### src/rtl/keypad_event_scanner.sv
// rtl/keypad_event_scanner.sv - matrix keypad scanner with per-key debounce and press/release event FIFO
// Keys are debounced one row per cycle at the start of the dwell that follows each column capture.
module keypad_event_scanner #(
   parameter int NUM_ROWS       = 4,
   parameter int NUM_COLS       = 4,
   parameter int SCAN_DIV       = 1000,
   parameter int DEBOUNCE_SCANS = 4,
   parameter int FIFO_DEPTH     = 8,
   parameter int KEY_W          = $clog2(NUM_ROWS*NUM_COLS)
) (
   input  logic                         clk,
   input  logic                         reset,
   input  logic [NUM_ROWS-1:0]          row,
   output logic [NUM_COLS-1:0]          col,
   output logic                         ev_valid,
   input  logic                         ev_ready,
   output logic                         ev_pressed,
   output logic [KEY_W-1:0]             ev_code,
   output logic [NUM_ROWS*NUM_COLS-1:0] key_down,
   output logic [KEY_W-1:0]             key_val,
   output logic                         key_held,
   output logic                         overflow,
   input  logic                         overflow_clr
);

   localparam int NK = NUM_ROWS*NUM_COLS;
   localparam int RW = (NUM_ROWS > 1) ? $clog2(NUM_ROWS) : 1;
   localparam int CW = $clog2(NUM_COLS);
   localparam int DW = $clog2(SCAN_DIV);
   localparam int BW = $clog2(DEBOUNCE_SCANS+1);
   localparam int AW = $clog2(FIFO_DEPTH);
   localparam int NW = AW + 1;

   logic [NUM_ROWS-1:0]   row_s1_q, row_s2_q, row_cap_q;
   logic [DW-1:0]         dwell_q, dwell_d;
   logic [CW-1:0]         col_idx_q, col_idx_d, cap_col_q;
   logic [NK-1:0]         key_down_q;
   logic [BW-1:0]         cnt_q [NK];
   logic [KEY_W-1:0]      key_val_q, key_val_d;
   logic                  key_held_q, key_held_d;
   logic                  overflow_q, overflow_d;
   logic [FIFO_DEPTH-1:0] fifo_pressed_q;
   logic [KEY_W-1:0]      fifo_code_q [FIFO_DEPTH];
   logic [AW-1:0]         rd_ptr_q, rd_ptr_d, wr_ptr_q, wr_ptr_d;
   logic [NW-1:0]         count_q, count_d;

   logic                  dwell_last;
   logic                  proc_en, proc_raw, proc_cur, push, push_ok, pop, full, drop;
   logic [RW-1:0]         proc_row;
   logic [KEY_W-1:0]      proc_code;
   logic [BW-1:0]         proc_cnt;

   always_comb begin
      dwell_last = (dwell_q == DW'(SCAN_DIV-1));
      dwell_d    = dwell_last ? '0 : dwell_q + 1'b1;
      col_idx_d  = col_idx_q;
      if (dwell_last) col_idx_d = (col_idx_q == CW'(NUM_COLS-1)) ? '0 : col_idx_q + 1'b1;

      // Row r of the last capture is serviced on dwell cycle r.
      proc_en   = (dwell_q < DW'(NUM_ROWS));
      proc_row  = dwell_q[RW-1:0];
      proc_code = KEY_W'(32'(proc_row) * NUM_COLS + 32'(cap_col_q));
      proc_raw  = ~row_cap_q[proc_row];
      proc_cur  = key_down_q[proc_code];
      proc_cnt  = cnt_q[proc_code];
      push      = proc_en && (proc_raw != proc_cur) && (proc_cnt == BW'(DEBOUNCE_SCANS-1));

      pop     = (count_q != '0) && ev_ready;
      full    = (count_q == NW'(FIFO_DEPTH));
      push_ok = push && (!full || pop);
      drop    = push && full && !pop;

      rd_ptr_d = pop ? rd_ptr_q + 1'b1 : rd_ptr_q;
      wr_ptr_d = push_ok ? wr_ptr_q + 1'b1 : wr_ptr_q;
      count_d  = count_q;
      case ({push_ok, pop})
         2'b10:   count_d = count_q + 1'b1;
         2'b01:   count_d = count_q - 1'b1;
         default: count_d = count_q;
      endcase

      // Set wins over a coincident clear so a fresh drop is never lost.
      overflow_d = drop ? 1'b1 : (overflow_clr ? 1'b0 : overflow_q);

      key_val_d  = key_val_q;
      key_held_d = key_held_q;
      if (push && proc_raw) begin
         key_val_d  = proc_code;
         key_held_d = 1'b1;
      end else if (push && (proc_code == key_val_q)) begin
         key_held_d = 1'b0;
      end
   end

   always_ff @(posedge clk or negedge reset) begin
      if (!reset) begin
         row_s1_q       <= '1;
         row_s2_q       <= '1;
         row_cap_q      <= '1;
         dwell_q        <= '0;
         col_idx_q      <= '0;
         cap_col_q      <= '0;
         key_down_q     <= '0;
         key_val_q      <= '0;
         key_held_q     <= 1'b0;
         overflow_q     <= 1'b0;
         fifo_pressed_q <= '0;
         rd_ptr_q       <= '0;
         wr_ptr_q       <= '0;
         count_q        <= '0;
         for (int k = 0; k < NK; k++) cnt_q[k] <= '0;
         for (int f = 0; f < FIFO_DEPTH; f++) fifo_code_q[f] <= '0;
      end else begin
         row_s1_q   <= row;
         row_s2_q   <= row_s1_q;
         dwell_q    <= dwell_d;
         col_idx_q  <= col_idx_d;
         key_val_q  <= key_val_d;
         key_held_q <= key_held_d;
         overflow_q <= overflow_d;
         rd_ptr_q   <= rd_ptr_d;
         wr_ptr_q   <= wr_ptr_d;
         count_q    <= count_d;
         if (dwell_last) begin
            row_cap_q <= row_s2_q;
            cap_col_q <= col_idx_q;
         end
         if (proc_en) begin
            if (proc_raw == proc_cur) begin
               cnt_q[proc_code] <= '0;
            end else if (push) begin
               cnt_q[proc_code]      <= '0;
               key_down_q[proc_code] <= proc_raw;
            end else begin
               cnt_q[proc_code] <= proc_cnt + 1'b1;
            end
         end
         if (push_ok) begin
            fifo_pressed_q[wr_ptr_q] <= proc_raw;
            fifo_code_q[wr_ptr_q]    <= proc_code;
         end
      end
   end

   assign col        = ~(NUM_COLS'(1) << col_idx_q);
   assign ev_valid   = (count_q != '0);
   assign ev_pressed = fifo_pressed_q[rd_ptr_q];
   assign ev_code    = fifo_code_q[rd_ptr_q];
   assign key_down   = key_down_q;
   assign key_val    = key_val_q;
   assign key_held   = key_held_q;
   assign overflow   = overflow_q;

endmodule

### config.mk
export PLATFORM = sky130hd
export DESIGN_NAME = keypad_event_scanner
export DESIGN_NICKNAME = d
export VERILOG_FILES = /design/src/rtl/keypad_event_scanner.sv
export SDC_FILE = /design/constraint.sdc
export NUM_CORES = 1
export LEC_CHECK = 0
export ABC_AREA = 1
export CORE_ASPECT_RATIO = 0.5
export CORE_MARGIN = 2
export CORE_UTILIZATION = 45
export CTS_CLUSTER_DIAMETER = 80
export DETAILED_ROUTE_END_ITERATION = 16
export HOLD_SLACK_MARGIN = 0.15
export PLACE_DENSITY = 0.75
export SKIP_LAST_GASP = 1
export SYNTH_ARGS = -nofsm -noshare
export SYNTH_HDL_FRONTEND = slang
export SYNTH_SLANG_ARGS = --single-unit
### constraint.sdc
create_clock -name clk -period 4.7 [get_ports clk]
set_clock_uncertainty 0.2 [all_clocks]
set_input_delay 0.47 -clock clk [delete_from_list [all_inputs] [get_ports clk]]
set_output_delay 0.47 -clock clk [all_outputs]
set_load 0.05 [all_outputs]
### After elaboration in Yosys (flattened, before gate mapping)

Cells that the tools add are included.

* muxes and demuxes: 33
* bitwise operators: 8
* shift operators: 1
* magnitude comparators: 12
* add/sub/neg operators: 8
* multiply operators: 0
* div/mod/pow operators: 0
* equal/unequal tests: 9
* reduce and logical (&&, ||, !) cells: 20

Operators by type and width (count)
* 48-bit 2-to-1 mux: 2
* 48-bit AND: 1
* 48-bit bitwise mux: 1
* 48-bit NOT: 1
* 32-bit bitwise mux: 1
* 16-bit bitwise mux: 1
* 3-bit binary-select mux with 4-bit select: 1
* 4-bit binary-select mux with 3-bit select: 1
* 3-bit demux with 4-bit select: 1
* 4-bit demux with 3-bit select: 1
* 1-bit logical AND: 12
* 4-bit 2-to-1 mux: 3
* 10-bit by 1-bit adder with 10-bit output, second input constant: 1
* 10-bit equality test, second input constant: 1
* 10-bit by 3-bit less-than comparator with 1-bit output, second input constant: 1
* 10-bit 2-to-1 mux: 1
* 3-bit by 1-bit adder with 3-bit output, second input constant: 3
* 1-bit 2-to-1 mux: 9
* 3-bit 2-to-1 mux: 3
* 8-bit bitwise mux: 1
* 4-bit >= comparator, second input constant: 2
* 3-bit by 4-bit less-than comparator with 1-bit output, second input constant: 2
* 3-bit NOT with 4-bit output: 2
* 4-bit case mux with 2 select lines: 1
* other kinds (33): 38

* memory bits (read-only): 0
* memories kept: 0
* flip-flop bits (word level): 146
* bits in writable memories: 0
* output and inout port bits: 32
* bits of input ports: 8
* latch bits: 0

### Logic depth before layout (Yosys ltp)

Gate-level depths: netlist (run 1).

* depth after elaboration: 10
* gate-level depth with buffers: 21
* depth with buffers taken out: 20

### Least setup slack after synthesis (run 1)

Ideal clock, no wire load.

* kind: reg-to-reg
* from: register cap_col_q[0]
* to: register count_q[2]
* data arrival time: 3009 ps
* stages on the path, launching flop included: 19
* setup time: 119 ps
* path slack: 1372 ps
* cells stage by stage: dfrtp_1 -> buf_6 -> nand2_2 -> inv_2 -> a22oi_1 -> nand3_1 -> a211o_1 -> ha_1 -> ha_1 -> nand2_2 -> inv_2 -> nand3_1 -> ha_1 -> xor2_1 -> ha_1 -> a21oi_1 -> a21oi_1 -> o21ai_0 -> o21a_1

* cells in the longest elaborated chain, start to end: 10
* elaborated cells on any way between the ends: 16
* those cells by class: 1 x add/sub; 4 x eq/ne; 6 x mux; 1 x bitwise; 4 x reduce/logical

Ends and longest elaborated chain
* start, declared: line 36 `logic [CW-1:0] col_idx_q, col_idx_d, cap_col_q;`
* start signal, assigned: line 126 `cap_col_q <= col_idx_q;`
* 4-bit by 2-bit adder with 4-bit output (*): line 62 `proc_code = KEY_W'(32'(proc_row) * NUM_COLS + 32'(cap_col_q));`
* 4-bit NOT with 5-bit output (implied by the code): line 65 `proc_cnt = cnt_q[proc_code];`
* 3-bit binary-select mux with 4-bit select: line 65
* 3-bit 2-to-1 mux (implied by the code) (2 in a row): line 65
* 3-bit by 2-bit equality test with 1-bit output: line 66 `push = proc_en && (proc_raw != proc_cur) && (proc_cnt == BW'(DEBOUNCE_SCANS-1));`
* 1-bit logical AND (*): line 66
* 1-bit logical AND (*): line 70 `push_ok = push && (!full || pop);`
* 2-bit by 1-bit equality test with 1-bit output or 2-bit equality test (tied branches): line 76 `case ({push_ok, pop})`
* 4-bit case mux with 2 select lines or 2-bit nonzero test (tied branches)
* end signal, assigned: line 123 `count_q <= count_d;`
* end, declared: line 45 `logic [NW-1:0] count_q, count_d;`

Mark *: on every way between the ends. The rest lies on a longest branch, timed or not. The select of a mux whose other input is x is not followed.
A chain may end at the register's enable or synchronous reset.

### Worst setup path after layout (run 1)

Same ends and word-level chain as after synthesis.

==> flow_summary.toml, run 1 <==
[run_status]
outcome = "finished, final reports clean"

[cts]
cts_tree = "done"
cts_root_buf = "clkbuf_16"
cts_inserted_buffers = 17
clk_latency_ns = 0.43
path_clk_slew_ns = 0.06
cts.sinks = 146
post_cts_buffers = 0
post_cts_resized = 0
htreeDepth = 4
clk_path_buf_depth = 2

[min_path]
hp-class = "register to register"

[placed_design]
placement.io_buffers = 39
gp_congestion = 0.878
dpl.hpwl_um = 11700

[yosys]
synth_most_common_cell = "nand2_1"
async_flop_share_pct = 100
synth_top_area_cell = "dfrtp_1"
synth.yosys.seq_area_share_pct = 52.0
syn_inst = 853
synth-edff-count = 0
ys_ff_latch = 146
syn_area_mm2 = 0.00706
synth_ff_type = "dfrtp_1"
synth_cell_type_count = 36
yosys-top-cells-area = "dfrtp_1 48%, nand2_1 11%, nor2_1 7.2%"
synth.net_count = 876
synth_top_area_share_pct = 47.5
avgSynthCellArea_um2 = 8.27
yosys_warnings = 0
synthTopCellsByCount = "200 x nand2_1, 136 x nor2_1, 134 x dfrtp_1"

[global_route]
antenna_found_initial = 0
grt_overflow_total = 0
grt_pass1_wl_um = 29200
grt_pass1_vias = 5836
grt_max_degree = 113
grt_usage_pct = 21.9

[die]
ioPinCount = 40
die_height_um = 92.5
die-width_um = 181
die-area_mm2 = 0.0168
design.core.area_mm2 = 0.0154
placementRows = 32
start_util_pct = 45.9

[routing]
ant_nets = 0
routed_via_density = 5.38
routed_wl_um = 17200
avgRoutedWirePerCell_um = 15.6
dr.pass1.iters = 6
num_vias = 5965
drc = 0
drtIter0Drc = 568

[critical_path]
worstPathRequired_ns = 4.81
arrival_ns = 4.20
end_kind = "register"
path_max_fanout = 10
worstSetupPathType = "register to register"
reg2reg_slack_ns = 0.61
cp-start-kind = "register"

[sta]
max_freq_ghz = 0.244
tightest_slew_ns = 1.05
setup_viol = 0
period_share_pct = 87.0
slew_viol_final = 0
rsz0062_at_grt = "no"
holdWs_ns = 0.156
final.setup.tns_ns = 0
layout_min_cycle_time_ns = 4.09
maxSlewHeadroom_pct = 30.0
finalHoldViolCount = 0

[layout]
nNetsFinal = 915
area_growth_pct = 15.9
antenna_cells = 0
drive_gt1_share_pct = 8.84

[pwr]
power.share.sequential_pct = 41.0
power-per-cell-area_mw_per_mm2 = 397
p_leak_nw = 3.93
p_comb_share_pct = 19.7
ir_drop_mv = 0.257
switching_share_pct = 31.7
power.share.clock_pct = 39.2
intPower_mw = 2.22
p_switching_mw = 1.03

[job]
drv_cap = 0
## flip-flops by register name (all words and copies together), names as in the netlist
signal,flops
rd_ptr_q,3
wr_ptr_q,3
row_cap_q,4
fifo_pressed_q,8
count_q,4
key_held,1
col_idx_q,2
row_s1_q,4
fifo_code_q,32
cap_col_q,2
row_s2_q,4
key_down,16
dwell_q,10
key_val,4
cnt_q,48
overflow,1
## worst max-delay path, stage by stage (launching register included)
cell     delay [ns]
dfrtp_1        0.50
inv_2          0.16
nor2_2         0.43
inv_1          0.29
o22ai_1        0.18
nor2_1         0.06
a21oi_1        0.13
o31ai_1        0.09
nand3_1        0.09
ha_1           0.16
nand2_2        0.14
inv_2          0.24
nand3_1        0.23
ha_1           0.32
xor2_1         0.19
ha_1           0.18
a21oi_1        0.05
a21oi_1        0.14
o21ai_0        0.09
o21a_1         0.11
## metrics by stage
step                power, mW  cell area [um2]  std cells  setup WS [ns]  utilization, %
finish                   3.25             8180       1109          0.609            53.2
global route             3.40             8180       1109          0.302            53.2
CTS                      3.26             8180       1109          0.689            53.2
detailed placement       1.99             7610       1076          0.743            49.5
global placement         1.98             7610       1076          0.744            49.5
floorplan                1.79             7060        853           1.37               -
## layout by cell type (no fill, tap or decap), types with 4 or more instances in the layout
cell type / n
nor2_2: 4
clkdlybuf4s50_1: 38
a21oi_2: 10
o21ai_0: 56
nand3_1: 57
inv_2: 6
nor2_1: 136
inv_1: 64
xor2_1: 10
xnor2_1: 4
dfrtp_1: 134
nor3_1: 6
o22ai_1: 14
buf_4: 7
a22oi_1: 12
inv_4: 4
dfstp_2: 12
a21oi_1: 51
ha_1: 15
a31oi_1: 7
nand2_1: 200
nand4_1: 11
clkbuf_16: 18
## cell type report
cell class	count	area (um2)
fillers	1430	7200
flip-flops and latches	146	3670
multi-input cells	608	2970
clock buffers	20	458
repair buffers	47	454
inverters	72	273
well taps	204	255
clock inverters	12	95.1
## path summary, 6_finish.rpt
check,to,startpoint,cells after the start
worst max-delay path,count_q[2],cap_col_q[0],19
worst min-delay path,row_s2_q[3],row_s1_q[3],0
worst max register to register,count_q[2],cap_col_q[0],19
worst min register to register,row_s2_q[3],row_s1_q[3],0
max in group asynchronous,key_down[3],reset,3
min in group asynchronous,cnt_q[0],reset,2
## layer usage
metal	wire, um	share of wire [%]	GRT usage, %	vias up
li1	-	-	-	2872
met3	869	5.0	3.26	29
met1	7730	45	29.1	2884
met2	8400	49	36.8	180
met5	0	0	0	-
met4	254	1.5	7.99	0
## timing repair
action | 4_1_cts | 5_1_grt
hold endpoints to repair | 99 | 0
hold buffers | 1 | 0
setup endpoints to repair | 0 | 0
## power groups by stage
stage	sequential, mW	combinational, mW	clock [mW]
6_report	1.33	0.642	1.28
5_1_grt	1.34	0.708	1.35
4_1_cts	1.33	0.643	1.29
3_5_place_dp	1.35	0.639	0
3_3_place_gp	1.35	0.629	0
2_1_floorplan	1.34	0.454	0
## cell families after synthesis
logic type               count (synthesis)  synth area share (%)
AND/OR/NAND/NOR                        425                  25.2
AO/OA/AOI/OAI                          154                  12.5
flip-flops                             146                  52.0
buffers and inverters                   99                  5.85
adder cells (fa/ha/maj)                 15                  2.66
XOR/XNOR                                14                  1.74
(Power assumes the default switching activity.)
==> run 2: changes to the inputs <==
- CTS_BUF_LIST: default -> sky130_fd_sc_hd__clkbuf_16
- SKIP_CTS_REPAIR_TIMING: default -> 1
==> flow_summary.toml, run 2 (same netlist as run 1, synthesis figures left out) <==
[min_path]
hp-class = "register to register"
hold_depth = 0
min_from = "row_s1_q[3]"
min_to = "row_s2_q[3]"

[global_route]
grt_pass1_vias = 5835
grt_overflow_total = 0
grt_pass1_wl_um = 29200
grt_usage_pct = 21.9
antenna_found_initial = 0
grt_max_degree = 113

[routing]
routed_via_density = 5.39
drtIter0Drc = 572
drc = 0
avgRoutedWirePerCell_um = 15.6
ant_nets = 0
dr.pass1.iters = 7
num_vias = 5977
routed_wl_um = 17300

[placed_design]
post-place-cells = 1076
placement.io_buffers = 39
place_ws_ns = 0.743
dpl.hpwl_um = 11700
gp_congestion = 0.878

[layout]
nNetsFinal = 915
top_register = "cnt_q"
instances_no_fill = 1109
fillers = 1430
seq_area_mm2 = 0.00367
area_growth_pct = 15.9
antenna_cells = 0
largest_reg_flops = 48
final_common_cell = "nand2_1"
final_cell_mix = "200 x nand2_1, 136 x nor2_1, 134 x dfrtp_1, 66 x inv_1, 57 x nand3_1"
drive_gt1_share_pct = 8.84
fin_util_pct = 53.2
multi_input_area_mm2 = 0.00297

[critical_path]
rr_endpoint = "count_q[2]"
end_kind = "register"
cp-start-kind = "register"
worstSetupPathType = "register to register"
reg2reg_slack_ns = 0.59
r2r_start = "cap_col_q[0]"
path_max_fanout = 10
arrival_ns = 4.22
worstPathRequired_ns = 4.81
r2r_cells = 19

[sta]
layout_setup_ws_ns = 0.589
tightest_slew_ns = 1.05
setup_viol = 0
rsz0062_at_grt = "no"
max_freq_ghz = 0.243
slew_viol_final = 0
period_share_pct = 87.5
layout_min_cycle_time_ns = 4.11
finalHoldViolCount = 0
maxSlewHeadroom_pct = 29.9
final.setup.tns_ns = 0

[job]
drv_cap = 0

[cts]
path_clk_slew_ns = 0.06
cts.sinks = 146
clk_path_buf_depth = 2
cts_tree = "done"
cts_inserted_buffers = 17
htreeDepth = 4
clk_latency_ns = 0.42
cts_root_buf = "clkbuf_16"

[die]
design.core.area_mm2 = 0.0154
ioPinCount = 40
die-width_um = 181
start_util_pct = 45.9
placementRows = 32
die-area_mm2 = 0.0168
die_height_um = 92.5

[pwr]
p_leak_nw = 3.94
ir_drop_mv = 0.256
power-per-cell-area_mw_per_mm2 = 397

[run_status]
outcome = "finished, final reports clean"
[run 2: cell count changes in the layout (fill, tap and decap cells not counted)]
| cell | delta |
|---|---|
| inv_1 | +2 |
| clkbuf_1 | -2 |
[run 2: metal layers]
layer,part of all wire [%],up-vias,GRT usage [%],wire length (um)
met2,49,190,36.8,8400
met1,44,2886,29.1,7620
met3,5.9,30,3.26,1020
met4,1.3,0,7.99,225
li1,-,2871,-,-
met5,0,-,0,0
[run 2: layout make-up]
| class | instances | share of cell area, % |
|---|---|---|
| flip-flops and latches | 146 | 44.9 |
| multi-input cells | 608 | 36.4 |
| repair buffers | 47 | 5.55 |
| clock buffers | 18 | 5.51 |
| inverters | 72 | 3.34 |
| well taps | 204 | 3.12 |
| clock inverters | 14 | 1.25 |
[run 2: how the worst max path moves through the flow]
stage / start / to / slack [ns]
finish: cap_col_q[0] / count_q[2] / 0.59
global route: cap_col_q[1] / count_q[2] / 0.30
CTS: cap_col_q[0] / count_q[2] / 0.69
detailed placement: cap_col_q[0] / count_q[2] / 0.74
global placement: cap_col_q[0] / count_q[2] / 0.74
floorplan: cap_col_q[0] / count_q[2] / 1.37
[run 2: worst max-delay path, cell delays in order (launching register included)]
cell     delay (ns)
dfrtp_1        0.50
inv_2          0.16
nor2_2         0.43
inv_1          0.29
o22ai_1        0.18
nor2_1         0.06
a21oi_1        0.13
o31ai_1        0.10
nand3_1        0.10
ha_1           0.16
nand2_2        0.14
inv_2          0.24
nand3_1        0.23
ha_1           0.32
xor2_1         0.19
ha_1           0.18
a21oi_1        0.05
a21oi_1        0.14
o21ai_0        0.09
o21a_1         0.11
[run 2: power by group]
| group | leakage (nW) | switching, mW | internal (mW) |
|---|---|---|---|
| sequential | 1.94 | 0.0381 | 1.29 |
| combinational | 1.71 | 0.432 | 0.209 |
| clock | 0.282 | 0.557 | 0.712 |
[run 2: stage by stage]
step	hold WS, ns	power [mW]	cell area [um2]
finish	0.156	3.24	8180
global route	0.165	3.39	8180
CTS	0.0340	3.26	8170
detailed placement	0.147	1.99	7610
global placement	0.146	1.98	7610
floorplan	-0.0256	1.79	7060
